--- src/rtl/ex_operand_stage.sv ---
// ex_operand_stage: ID/EX pipeline register with RAW-hazard operand forwarding.
// Captures decoded D-stage fields and drives the ALU operands, ALU opcode and store data.
//
// Ports:
//   clk, rst                     clock and synchronous active-high reset
//   StallE, FlushE               hold / bubble requests from the hazard unit
//   ValidD .. RegWriteD          decoded D-stage instruction fields
//   AluOutM, RdM, RegWriteM      MEM-stage bypass source
//   ResultW, RdW, RegWriteW      WB-stage bypass source
//   Operand1E, Operand2E         ALU operands
//   AluTypeE                     ALU opcode
//   StoreDataE                   forwarded rs2 value for stores
//   RdE, RegWriteE, ValidE       E-stage destination, write enable, valid
//
// Build option: define EX_WB_FORWARD_EN to enable bypassing from WB.
// Without it, the WB ports are ignored and the register file must
// provide write-before-read.

`ifndef ADD
`define ADD 4'b0000
`endif

module ex_operand_stage #(
    parameter int XLEN = 32,
    parameter int REGW = 5
) (
    input  logic            clk,
    input  logic            rst,
    input  logic            StallE,
    input  logic            FlushE,
    input  logic            ValidD,
    input  logic [XLEN-1:0] RegOut1D,
    input  logic [XLEN-1:0] RegOut2D,
    input  logic [XLEN-1:0] ImmD,
    input  logic [XLEN-1:0] PCD,
    input  logic [REGW-1:0] Rs1D,
    input  logic [REGW-1:0] Rs2D,
    input  logic [REGW-1:0] RdD,
    input  logic [3:0]      AluTypeD,
    input  logic            AluSrc1D,
    input  logic            AluSrc2D,
    input  logic            RegWriteD,
    input  logic [XLEN-1:0] AluOutM,
    input  logic [REGW-1:0] RdM,
    input  logic            RegWriteM,
    input  logic [XLEN-1:0] ResultW,
    input  logic [REGW-1:0] RdW,
    input  logic            RegWriteW,
    output logic [XLEN-1:0] Operand1E,
    output logic [XLEN-1:0] Operand2E,
    output logic [3:0]      AluTypeE,
    output logic [XLEN-1:0] StoreDataE,
    output logic [REGW-1:0] RdE,
    output logic            RegWriteE,
    output logic            ValidE
);

    logic            r_v;
    logic [XLEN-1:0] r_a1;
    logic [XLEN-1:0] r_a2;
    logic [XLEN-1:0] r_imm;
    logic [XLEN-1:0] r_pc;
    logic [REGW-1:0] r_rs1;
    logic [REGW-1:0] r_rs2;
    logic [REGW-1:0] r_rd;
    logic [3:0]      r_alu;
    logic            r_src1;
    logic            r_src2;
    logic            r_regwr;

    logic            w_m1;
    logic            w_m2;
    logic            w_w1;
    logic            w_w2;
    logic [XLEN-1:0] w_fwd1;
    logic [XLEN-1:0] w_fwd2;

    // x0 is never a bypass target; its read value is already zero.
    assign w_m1 = RegWriteM && (RdM != '0) && (RdM == r_rs1);
    assign w_m2 = RegWriteM && (RdM != '0) && (RdM == r_rs2);

`ifdef EX_WB_FORWARD_EN
    assign w_w1 = RegWriteW && (RdW != '0) && (RdW == r_rs1);
    assign w_w2 = RegWriteW && (RdW != '0) && (RdW == r_rs2);
`else
    logic w_unused_wb;
    assign w_unused_wb = ^{ResultW, RdW, RegWriteW};
    assign w_w1 = 1'b0;
    assign w_w2 = 1'b0;
`endif

    // MEM holds the younger result, so it takes priority over WB.
    always_comb begin
        w_fwd1 = r_a1;
        w_fwd2 = r_a2;
        if (w_m1)      w_fwd1 = AluOutM;
        else if (w_w1) w_fwd1 = ResultW;
        if (w_m2)      w_fwd2 = AluOutM;
        else if (w_w2) w_fwd2 = ResultW;
    end

    always_ff @(posedge clk) begin
        if (rst || FlushE) begin
            r_v     <= 1'b0;
            r_a1    <= '0;
            r_a2    <= '0;
            r_imm   <= '0;
            r_pc    <= '0;
            r_rs1   <= '0;
            r_rs2   <= '0;
            r_rd    <= '0;
            r_alu   <= `ADD;
            r_src1  <= 1'b0;
            r_src2  <= 1'b0;
            r_regwr <= 1'b0;
        end else if (StallE) begin
            // Absorb bypass values while held: the producer may retire
            // before the stall releases.
            r_a1 <= w_fwd1;
            r_a2 <= w_fwd2;
        end else begin
            r_v     <= ValidD;
            r_a1    <= RegOut1D;
            r_a2    <= RegOut2D;
            r_imm   <= ImmD;
            r_pc    <= PCD;
            r_rs1   <= Rs1D;
            r_rs2   <= Rs2D;
            r_rd    <= RdD;
            r_alu   <= AluTypeD;
            r_src1  <= AluSrc1D;
            r_src2  <= AluSrc2D;
            r_regwr <= RegWriteD;
        end
    end

    assign Operand1E  = r_src1 ? r_pc : w_fwd1;
    assign Operand2E  = r_src2 ? r_imm : w_fwd2;
    assign StoreDataE = w_fwd2;
    assign AluTypeE   = r_alu;
    assign RdE        = r_rd;
    assign RegWriteE  = r_regwr & r_v;
    assign ValidE     = r_v;

endmodule

--- config.mk ---
export PLATFORM = sky130hd
export DESIGN_NAME = ex_operand_stage
export DESIGN_NICKNAME = d
export VERILOG_FILES = /design/src/rtl/ex_operand_stage.sv
export SDC_FILE = /design/constraint.sdc
export NUM_CORES = 1
export LEC_CHECK = 0
export ABC_AREA = 1
export ABC_CLOCK_PERIOD_IN_PS = 2100
export CAP_MARGIN = 10
export CORE_ASPECT_RATIO = 0.75
export CORE_UTILIZATION = 46
export DETAILED_ROUTE_END_ITERATION = 6
export HOLD_SLACK_MARGIN = 0.06
export PLACE_DENSITY = 0.88
export SYNTH_ARGS = -nofsm -noshare
export SYNTH_HDL_FRONTEND = slang
export SYNTH_SLANG_ARGS = --single-unit
--- constraint.sdc ---
create_clock -name clk -period 2.1 [get_ports clk]
set_input_delay 0.21 -clock clk [delete_from_list [all_inputs] [get_ports clk]]
set_output_delay 0.21 -clock clk [all_outputs]
set_load 0.01 [all_outputs]
==> results.cfg, run 1 <==
[outcome]
status = finished with violations
violations = negative setup slack

[finish]
area_delta_synth_final_pct = 76.7
drive_gt1_frac = 0.281
fin_util = 0.829
fin_cells = 1810
final_cell_mix = 404 x nand2_1, 198 x clkdlybuf4s50_1, 144 x dfxtp_1
nNetsFinal = 1817
design_area_um2 = 13300
final_common_cell = nand2_1

[yosys]
synth_top_family_by_area = simple AND/OR/NAND/NOR gates
synth_xor_area_frac = 0.00816
synth_seq_cells = 151
synth-simple-area-share = 0.446
synth.distinct_cells = 19
syn_area_um2 = 7510
netlist_instances = 1236
synth-adder-area-share = 0
ys.warnings.count = 0
synth_compound_area_frac = 0.0596
yosysSeqAreaShare = 0.402
muxShareOfSynthArea = 0
avgSynthCellArea_um2 = 6.08
syn_nets = 1467

[timing]
fmax_mhz = 347
worst_pin_slew_ps = 545
max_slew_margin = 0.636
clock_skew_ps = 10.6
finalCriticalPeriod_ps = 2880
hold_viol = 0
rsz0062_at_grt = yes
fin_crit_sh = 1.37
setup_viol = 96
maxSlewViolCount = 0
setup_ws_ps = -782

[floorplan]
fp-row-count = 40
fp.dieH_um = 113
io_pins = 338
dieArea_um2 = 16900
core_area_um2 = 16000
die_x_um = 150
start_util = 0.469

[detailed_routing]
firstDrtPassIters = 7
routed_wl_mm = 36.8
drtAntennaViolNets = 0
via_count = 10300
via_per_inst = 5.71
wire_per_inst_um = 20.3
drt-initial-drc-count = 1243
drc = 0

[worst_setup_path]
crit_path_end_kind = output pin
critical_path.max_fanout = 10
cp.arrival_ps = 2670
critPathRequiredTime_ps = 1890
path_class = reg -> out
critPathLaunchType = flip-flop

[cts]
cts_max_level = 4
clkLatencyLatePin_ps = 430
clk_path_buf_depth = 2
cts_buffers = 17
root_buffer = clkbuf_16
cts_tree = built
cts.sinks = 151
path_clk_slew_ps = 70

[grt]
antenna_found_initial = 1
grt_pass1_vias = 9183
grt_max_degree = 111
overflow = 0
grtUsageTotal = 0.378
grt_pass1_wl_mm = 49.2

[placed_design]
numPlacedInstances = 1704
gp_congestion = 0.937
preCtsSetupSlack_ps = -486
placed_cell_area_um2 = 10900
hpwl_mm = 18.3
portBuffers = 299

[pwr]
ir_worst_vdd_uv = 606
leakage_nw = 6.42
pwr_density_cell_nw_per_um2 = 597

[hold_path]
hold_path.class = in -> reg

[job]
cap_violations = 0
## report_power, final
part | switching (mW) | total, mW | leakage (nW) | internal (mW)
clock network | 1.39 | 3.17 | 0.292 | 1.78
logic | 0.874 | 1.70 | 4.89 | 0.826
registers | 0.0826 | 3.05 | 1.24 | 2.97
total | 2.35 | 7.93 | 6.42 | 5.58
## repair_timing
action	4_1_cts	5_1_grt
pin swaps	34	50
setup endpoints to repair	96	97
hold endpoints to repair	0	0
gates resized for setup	653	121
setup buffers	41	25
hold buffers	0	0
cloned	12	4
## worst paths after layout
kind | to | cells past startpoint | slack (ps) | startpoint
worst max-delay path | Operand2E[7] | 9 | -780 | r_rs2[3]
worst min-delay path | r_imm[25] | 3 | 130 | StallE
worst max register to register | r_a2[5] | 12 | 0 | r_rs2[3]
worst min register to register | r_pc[29] | 2 | 460 | r_pc[29]
## final cells by class
type	count	area [um2]
Multi-Input combinational cell	926	4940
Timing Repair Buffer	416	4180
Sequential cell	151	3030
Fill cell	925	2740
Clock buffer	17	425
Inverter	74	278
Tap cell	210	263
Clock inverter	15	164
Antenna cell	1	2.50
## metrics by stage
| stage | hold slack, ps | setup TNS (ps) | total power, mW |
|---|---|---|---|
| floorplan | 353 | 0 | 3.65 |
| global placement | 451 | -33340 | 4.42 |
| detailed placement | 455 | -35900 | 4.44 |
| CTS | 126 | -7600 | 7.66 |
| global route | 141 | -22990 | 8.16 |
| finish | 131 | -17120 | 7.93 |
## worst max-delay path, stage by stage, from the launching register on
cell and delay, ps:
dfxtp_1 380, xor2_2 220, nor2_2 160, buf_6 160, buf_6 180, nand4_1 460, nand2_4 360, nand2_2 80
nand2_1 80, buf_2 140
## cells in the mapped netlist (all sizes together)
master | number | area (um2)
nand2 | 561 | 2110
dfxtp | 151 | 3020
nor2 | 139 | 534
nand3 | 99 | 500
a21oi | 82 | 410
inv | 74 | 278
clkbuf | 47 | 176
buf | 38 | 179
nand4 | 32 | 200
a211oi | 5 | 37.5
xor2 | 5 | 43.8
xnor2 | 2 | 17.5
or2 | 1 | 6.26
## per-layer routing
metal  up-vias  GRT usage  share of wire
li1       4538          -              -
met1      4726      0.449           0.36
met2       829      0.656           0.46
met3       238     0.0823           0.12
met4         0      0.165          0.063
met5         -          0              0
## cell families (layout without fill, tap and decap cells)
logic type | count (synthesis) | after routing
buffers and inverters | 159 | 522
other | 0 | 1
AOI/OAI and AO/OA | 87 | 87
DFF | 151 | 151
and+or+nand+nor | 832 | 832
xor gates and xnor gates | 7 | 7
## sequential cells by signal, summed over array words and instances, names as in the netlist, 4 cells and up
| register | flops |
|---|---|
| RdE | 5 |
| r_a1 | 32 |
| r_rs2 | 5 |
| r_pc | 32 |
| AluTypeE | 4 |
| r_imm | 32 |
| r_a2 | 32 |
| r_rs1 | 5 |
(Power assumes the default switching activity.)
==> run 2: changes to the inputs <==
--- a/config.mk
+++ b/config.mk
@@ -8,3 +8,3 @@
 export ABC_AREA = 1
-export ABC_CLOCK_PERIOD_IN_PS = 2100
+export ABC_CLOCK_PERIOD_IN_PS = 3520
 export CAP_MARGIN = 10
==> constraint.sdc (replaced) <==
create_clock -name clk -period 3.52 [get_ports clk]
set_input_delay 0.352 -clock clk [delete_from_list [all_inputs] [get_ports clk]]
set_output_delay 0.352 -clock clk [all_outputs]
set_load 0.1 [all_outputs]
==> run 2 against run 1 <==
  * The run ends with design-rule violations left
  * Worst setup slack improved by 1300 ps
  * Non-clock buffer count decreased by 103
  * Final cell count fell by 5.7%
  * Global-route usage shrank 7.0 points
  * Via count shrank 15%
  * Core utilization shrank 7.1 points
  * Clock skew about the same
  * Clock power fell by 38%
  * Sequential cell count stayed put
  * Combinational power shrank 19%
  * Critical path type is now in -> out
  * Largest cell class is now non-clock buffers
==> results.cfg, run 2 (synthesized netlist as in run 1, its figures left out) <==
[detailed_routing]
via_per_inst = 5.15
drtAntennaViolNets = 0
wire_per_inst_um = 15.3
drc = 1
via_count = 8787
firstDrtPassIters = 7
routed_wl_mm = 26.0
drt-initial-drc-count = 733

[grt]
grt_pass1_vias = 8311
antenna_found_initial = 1
grtUsageTotal = 0.308
grt_pass1_wl_mm = 41.0
grt_max_degree = 221
overflow = 0

[pwr]
leakage_nw = 5.88
pwr_density_cell_nw_per_um2 = 422
power.total_mw = 5.13
ir_worst_vdd_uv = 314

[timing]
finalCriticalPeriod_ps = 3030
setup_viol = 0
maxSlewViolCount = 0
worst_pin_slew_ps = 1080
hold_viol = 0
rsz0062_at_grt = no
tns_ps = 0
holdWs_ps = 465
fmax_mhz = 330
fin_crit_sh = 0.862
max_slew_margin = 0.280
clock_skew_ps = 11.0
setup_ws_ps = 486

[finish]
area_delta_synth_final_pct = 61.6
drive_gt1_frac = 0.101
fin_cells = 1706
design_area_um2 = 12100
final_cell_mix = 560 x nand2_1, 202 x clkdlybuf4s50_1, 151 x dfxtp_1
fin_util = 0.758
nNetsFinal = 1714
final_common_cell = nand2_1

[worst_setup_path]
crit_path_end_kind = output pin
r2r-end = r_a2[8]
cp.arrival_ps = 2680
critPathRequiredTime_ps = 3170
r2r-start = r_rs2[0]
critPathLaunchType = input pin
critical_path.max_fanout = 32
reg2regPathDepth = 8
r2r_setup_slack_ps = 1540
path_class = in -> out

[hold_path]
min_to = r_imm[25]
worstHoldStart = r_imm[25]
min_path_cells = 2
hold_path.class = reg -> reg

[cts]
root_buffer = clkbuf_16
clkLatencyLatePin_ps = 420
post_cts_buffers = 0
cts_buffers = 17
clk_path_buf_depth = 2
cts_resized = 0
cts_hold_buf = 0
cts_max_level = 4
cts_tree = built
path_clk_slew_ps = 60
cts.sinks = 151

[floorplan]
dieArea_um2 = 16900
fp-row-count = 40
start_util = 0.469
die_x_um = 150
io_pins = 338
core_area_um2 = 16000
fp.dieH_um = 113

[placed_design]
hpwl_mm = 17.8
gp_congestion = 0.897
numPlacedInstances = 1674
placed_cell_area_um2 = 11500
portBuffers = 299
preCtsSetupSlack_ps = 500

[outcome]
violations = design-rule violations
status = finished with violations

[job]
cap_violations = 0
## run 2: cell count changes in the layout (fill, tap and decap cells not counted), moves of 7 or more
cell     before  now
nand2_1     404  560
buf_2        49    0
buf_12       20   98
nand2_2      81    1
dfxtp_2       7    0
nand3_2       9    1
buf_6        67    1
nand3_1      76   98
dfxtp_1     144  151
buf_4        69   12
nand3_4      14    0
nand2_4      71    0
## run 2: routing by layer
metal	track usage	wire length [um]	up-vias
li1	-	-	4328
met1	0.348	9680	3961
met2	0.517	12400	410
met3	0.105	2790	88
met4	0.156	1140	0
met5	0	0	-
## run 2: layout make-up
type | count | area (um2)
Antenna cell | 1 | 2.50
Clock buffer | 20 | 457
Clock inverter | 11 | 173
Fill cell | 1136 | 3870
Inverter | 74 | 278
Multi-Input combinational cell | 926 | 3860
Sequential cell | 151 | 3020
Tap cell | 210 | 263
Timing Repair Buffer | 313 | 4090
## run 2: worst max-delay path by stage
stage	start	endpoint
2_1_floorplan	RdM[1]	Operand2E[10]
3_3_place_gp	RdM[0]	Operand2E[22]
3_5_place_dp	RdM[0]	Operand2E[1]
4_1_cts	RdM[0]	Operand2E[1]
5_1_grt	RdM[0]	Operand2E[9]
6_report	RdM[0]	Operand2E[28]
## run 2: critical path: stages
cell and delay (ps):
clkdlybuf4s50_1 530, xnor2_1 130, nand2_1 70, nor2_2 170, nand3_2 590, nand2_1 280
nand2_1 170, nand2_1 100, nand2_1 90, buf_12 170
## run 2: where the power goes
group | internal [mW] | total (mW) | switching [mW]
Sequential | 1.77 | 1.80 | 0.0253
Combinational | 0.524 | 1.37 | 0.846
Clock | 1.22 | 1.96 | 0.737
Total | 3.52 | 5.13 | 1.61
==> run 3: changes to the inputs <==
Settings changed: ABC_AREA 1 to default, CORE_UTILIZATION 46 to 49, CTS_BUF_LIST from default to sky130_fd_sc_hd__clkbuf_2 sky130_fd_sc_hd__clkbuf_4 sky130_fd_sc_hd__clkbuf_8, PLACE_DENSITY 0.88 to 0.9.
==> run 3 against run 2 <==
  * The run still ends with design-rule violations left
  * Sequential power about the same
  * Synthesized cell count fell by 17%
  * Critical path type unchanged
  * Register-to-register slack got worse by 20 ps
  * Highest routed layer unchanged
  * Total power is 4.4% lower
  * Synthesized area rose by 15%
  * Global-route usage increased by 2.9 points
==> results.cfg, run 3 <==
[job]
cap_violations = 0

[placed_design]
gp_congestion = 0.870
preCtsSetupSlack_ps = 380
placed_cell_area_um2 = 12700
portBuffers = 299
numPlacedInstances = 1455
hpwl_mm = 20.8

[pwr]
leakage_nw = 4.88
p_sw_mw = 1.73
pwr-share-seq = 0.374
p_comb_frac = 0.308
pwr_density_cell_nw_per_um2 = 374
power.total_mw = 4.90
ir_worst_vdd_uv = 280
internal_power_mw = 3.17
sw_frac_of_total = 0.353
clockPowerShare = 0.318

[finish]
nNetsFinal = 1469
nFillCells = 1101
fin_cells = 1487
antenna_cells = 0
drive_gt1_frac = 0.155
final_common_cell = clkdlybuf4s50_1
design_area_um2 = 13100
area_delta_synth_final_pct = 52.0
final_cell_mix = 202 x clkdlybuf4s50_1, 149 x dfxtp_1, 119 x nor2_1

[yosys]
synth_most_common_cell = dfxtp_1
avgSynthCellArea_um2 = 8.40
synth-simple-area-share = 0.155
netlist_instances = 1027
synth.area.top_cells = dfxtp_1 35%, mux2i_1 10%, a41oi_1 6.4%
synthArstFlopShare = 0
synth-adder-area-share = 0
syn_area_um2 = 8630
synth_ff_type = dfxtp_1
synth_top_family_by_area = compound AO/OA/AOI/OAI gates
synth_commonest_cells = 151 x dfxtp_1, 122 x nor2_1, 104 x clkbuf_1
muxShareOfSynthArea = 0.143
yosys.area.top_type_share = 0.350
synth.distinct_cells = 28
synth_top_cell_by_area = dfxtp_1
synth_compound_area_frac = 0.256
synth_xor_area_frac = 0.0102
ys.warnings.count = 0
synth_edf_count = 0
yosysSeqAreaShare = 0.350
syn_nets = 1258
synth_seq_cells = 151

[detailed_routing]
via_per_inst = 6.27
routed_wl_mm = 31.1
wire_per_inst_um = 20.9
via_count = 9324
drc = 2
firstDrtPassIters = 7
drt-initial-drc-count = 897
drtAntennaViolNets = 0

[grt]
antenna_found_initial = 0
overflow = 0
grt_max_degree = 129
grt_pass1_vias = 9043
grt_pass1_wl_mm = 47.7
grtUsageTotal = 0.337

[timing]
worst_pin_slew_ps = 1100
max_slew_margin = 0.266
fmax_mhz = 315
finalCriticalPeriod_ps = 3180
fin_crit_sh = 0.903
maxSlewViolCount = 0
rsz0062_at_grt = no
setup_viol = 0
hold_viol = 0
clock_skew_ps = 10.2
setup_ws_ps = 341

[worst_setup_path]
cpMostUsedCell = buf_12
critPathMaxStageDelay_ps = 570
cp_cell_sequence = clkdlybuf4s50_1 > or4_1 > o21a_4 > and3_2 > buf_12 > o311ai_1 > buf_12
crit_family = buffers and inverters
critPathLaunchType = input pin
cp.arrival_ps = 2830
cp_num_buf_inv = 3
crit_path_end_kind = output pin
critical_path.max_fanout = 64
critPathSlowestCell = or4_1
path_class = in -> out
critPathRequiredTime_ps = 3170

[cts]
cts_max_level = 4
clk_path_buf_depth = 2
cts_tree = built
cts_buffers = 17
path_clk_slew_ps = 100
cts_resized = 0
cts.sinks = 151
clkLatencyLatePin_ps = 460
cts_hold_buf = 0
post_cts_buffers = 0
root_buffer = clkbuf_8

[floorplan]
start_util = 0.507
fp-row-count = 41
fp.dieH_um = 117
core_area_um2 = 17000
dieArea_um2 = 18100
die_x_um = 155
io_pins = 338

[outcome]
status = finished with violations
violations = design-rule violations

[hold_path]
hold_path.class = in -> reg
-- run 3: routing by layer --
layer / part of all wire / GRT usage / vias to the layer above
li1: - / - / 4213
met1: 0.37 / 0.374 / 4442
met2: 0.49 / 0.599 / 552
met3: 0.089 / 0.0869 / 117
met4: 0.050 / 0.190 / 0
met5: 0 / 0 / -
-- run 3: logic make-up after synthesis --
family                    count (synthesis)
AOI/OAI and AO/OA                       277
xor gates and xnor gates                 10
buffers and inverters                   189
DFF                                     151
muxes                                   119
and+or+nand+nor                         281
-- run 3: power by group through the flow --
stage / combinational, mW / clock (mW) / sequential, mW
finish: 1.51 / 1.56 / 1.83
CTS: 1.50 / 1.58 / 1.83
global placement: 1.48 / 0 / 1.87
global route: 1.57 / 1.66 / 1.84
floorplan: 0.858 / 0 / 1.87
detailed placement: 1.50 / 0 / 1.87
-- run 3: per-stage QoR --
stage,hold WS (ps),setup TNS [ps],utilization
final,424,0,0.770
after global routing,415,0,0.770
after CTS,406,0,0.770
after detailed placement,464,0,0.743
after global placement,457,0,0.743
after floorplan,449,-26140,-
-- run 3: area by class of cell --
type	instances	area, um2	share of cell area
clock buffers	17	234	0.0178
clock inverters	15	216	0.0165
inverters	65	244	0.0186
multi-input cells	687	4950	0.377
flip-flops and latches	151	3030	0.231
well taps	236	295	0.0225
repair buffers	316	4150	0.316
-- run 3: worst register-to-register path, cell delays in order, from the launching register on --
cell and delay (ps):
dfxtp_1 340, xor2_1 180, nor3_2 250, buf_4 630
a41oi_1 310, o31a_1 190
-- run 3: worst paths after layout --
check                               from       endpoint  slack, ps  cells after the start
worst max-delay path              RdM[3]  Operand1E[30]        340                      7
worst min-delay path              StallE       r_pc[10]        420                      3
worst max register to register  r_rs2[1]       r_a2[19]       1520                      5
worst min register to register   r_a1[1]        r_a1[1]        480                      1
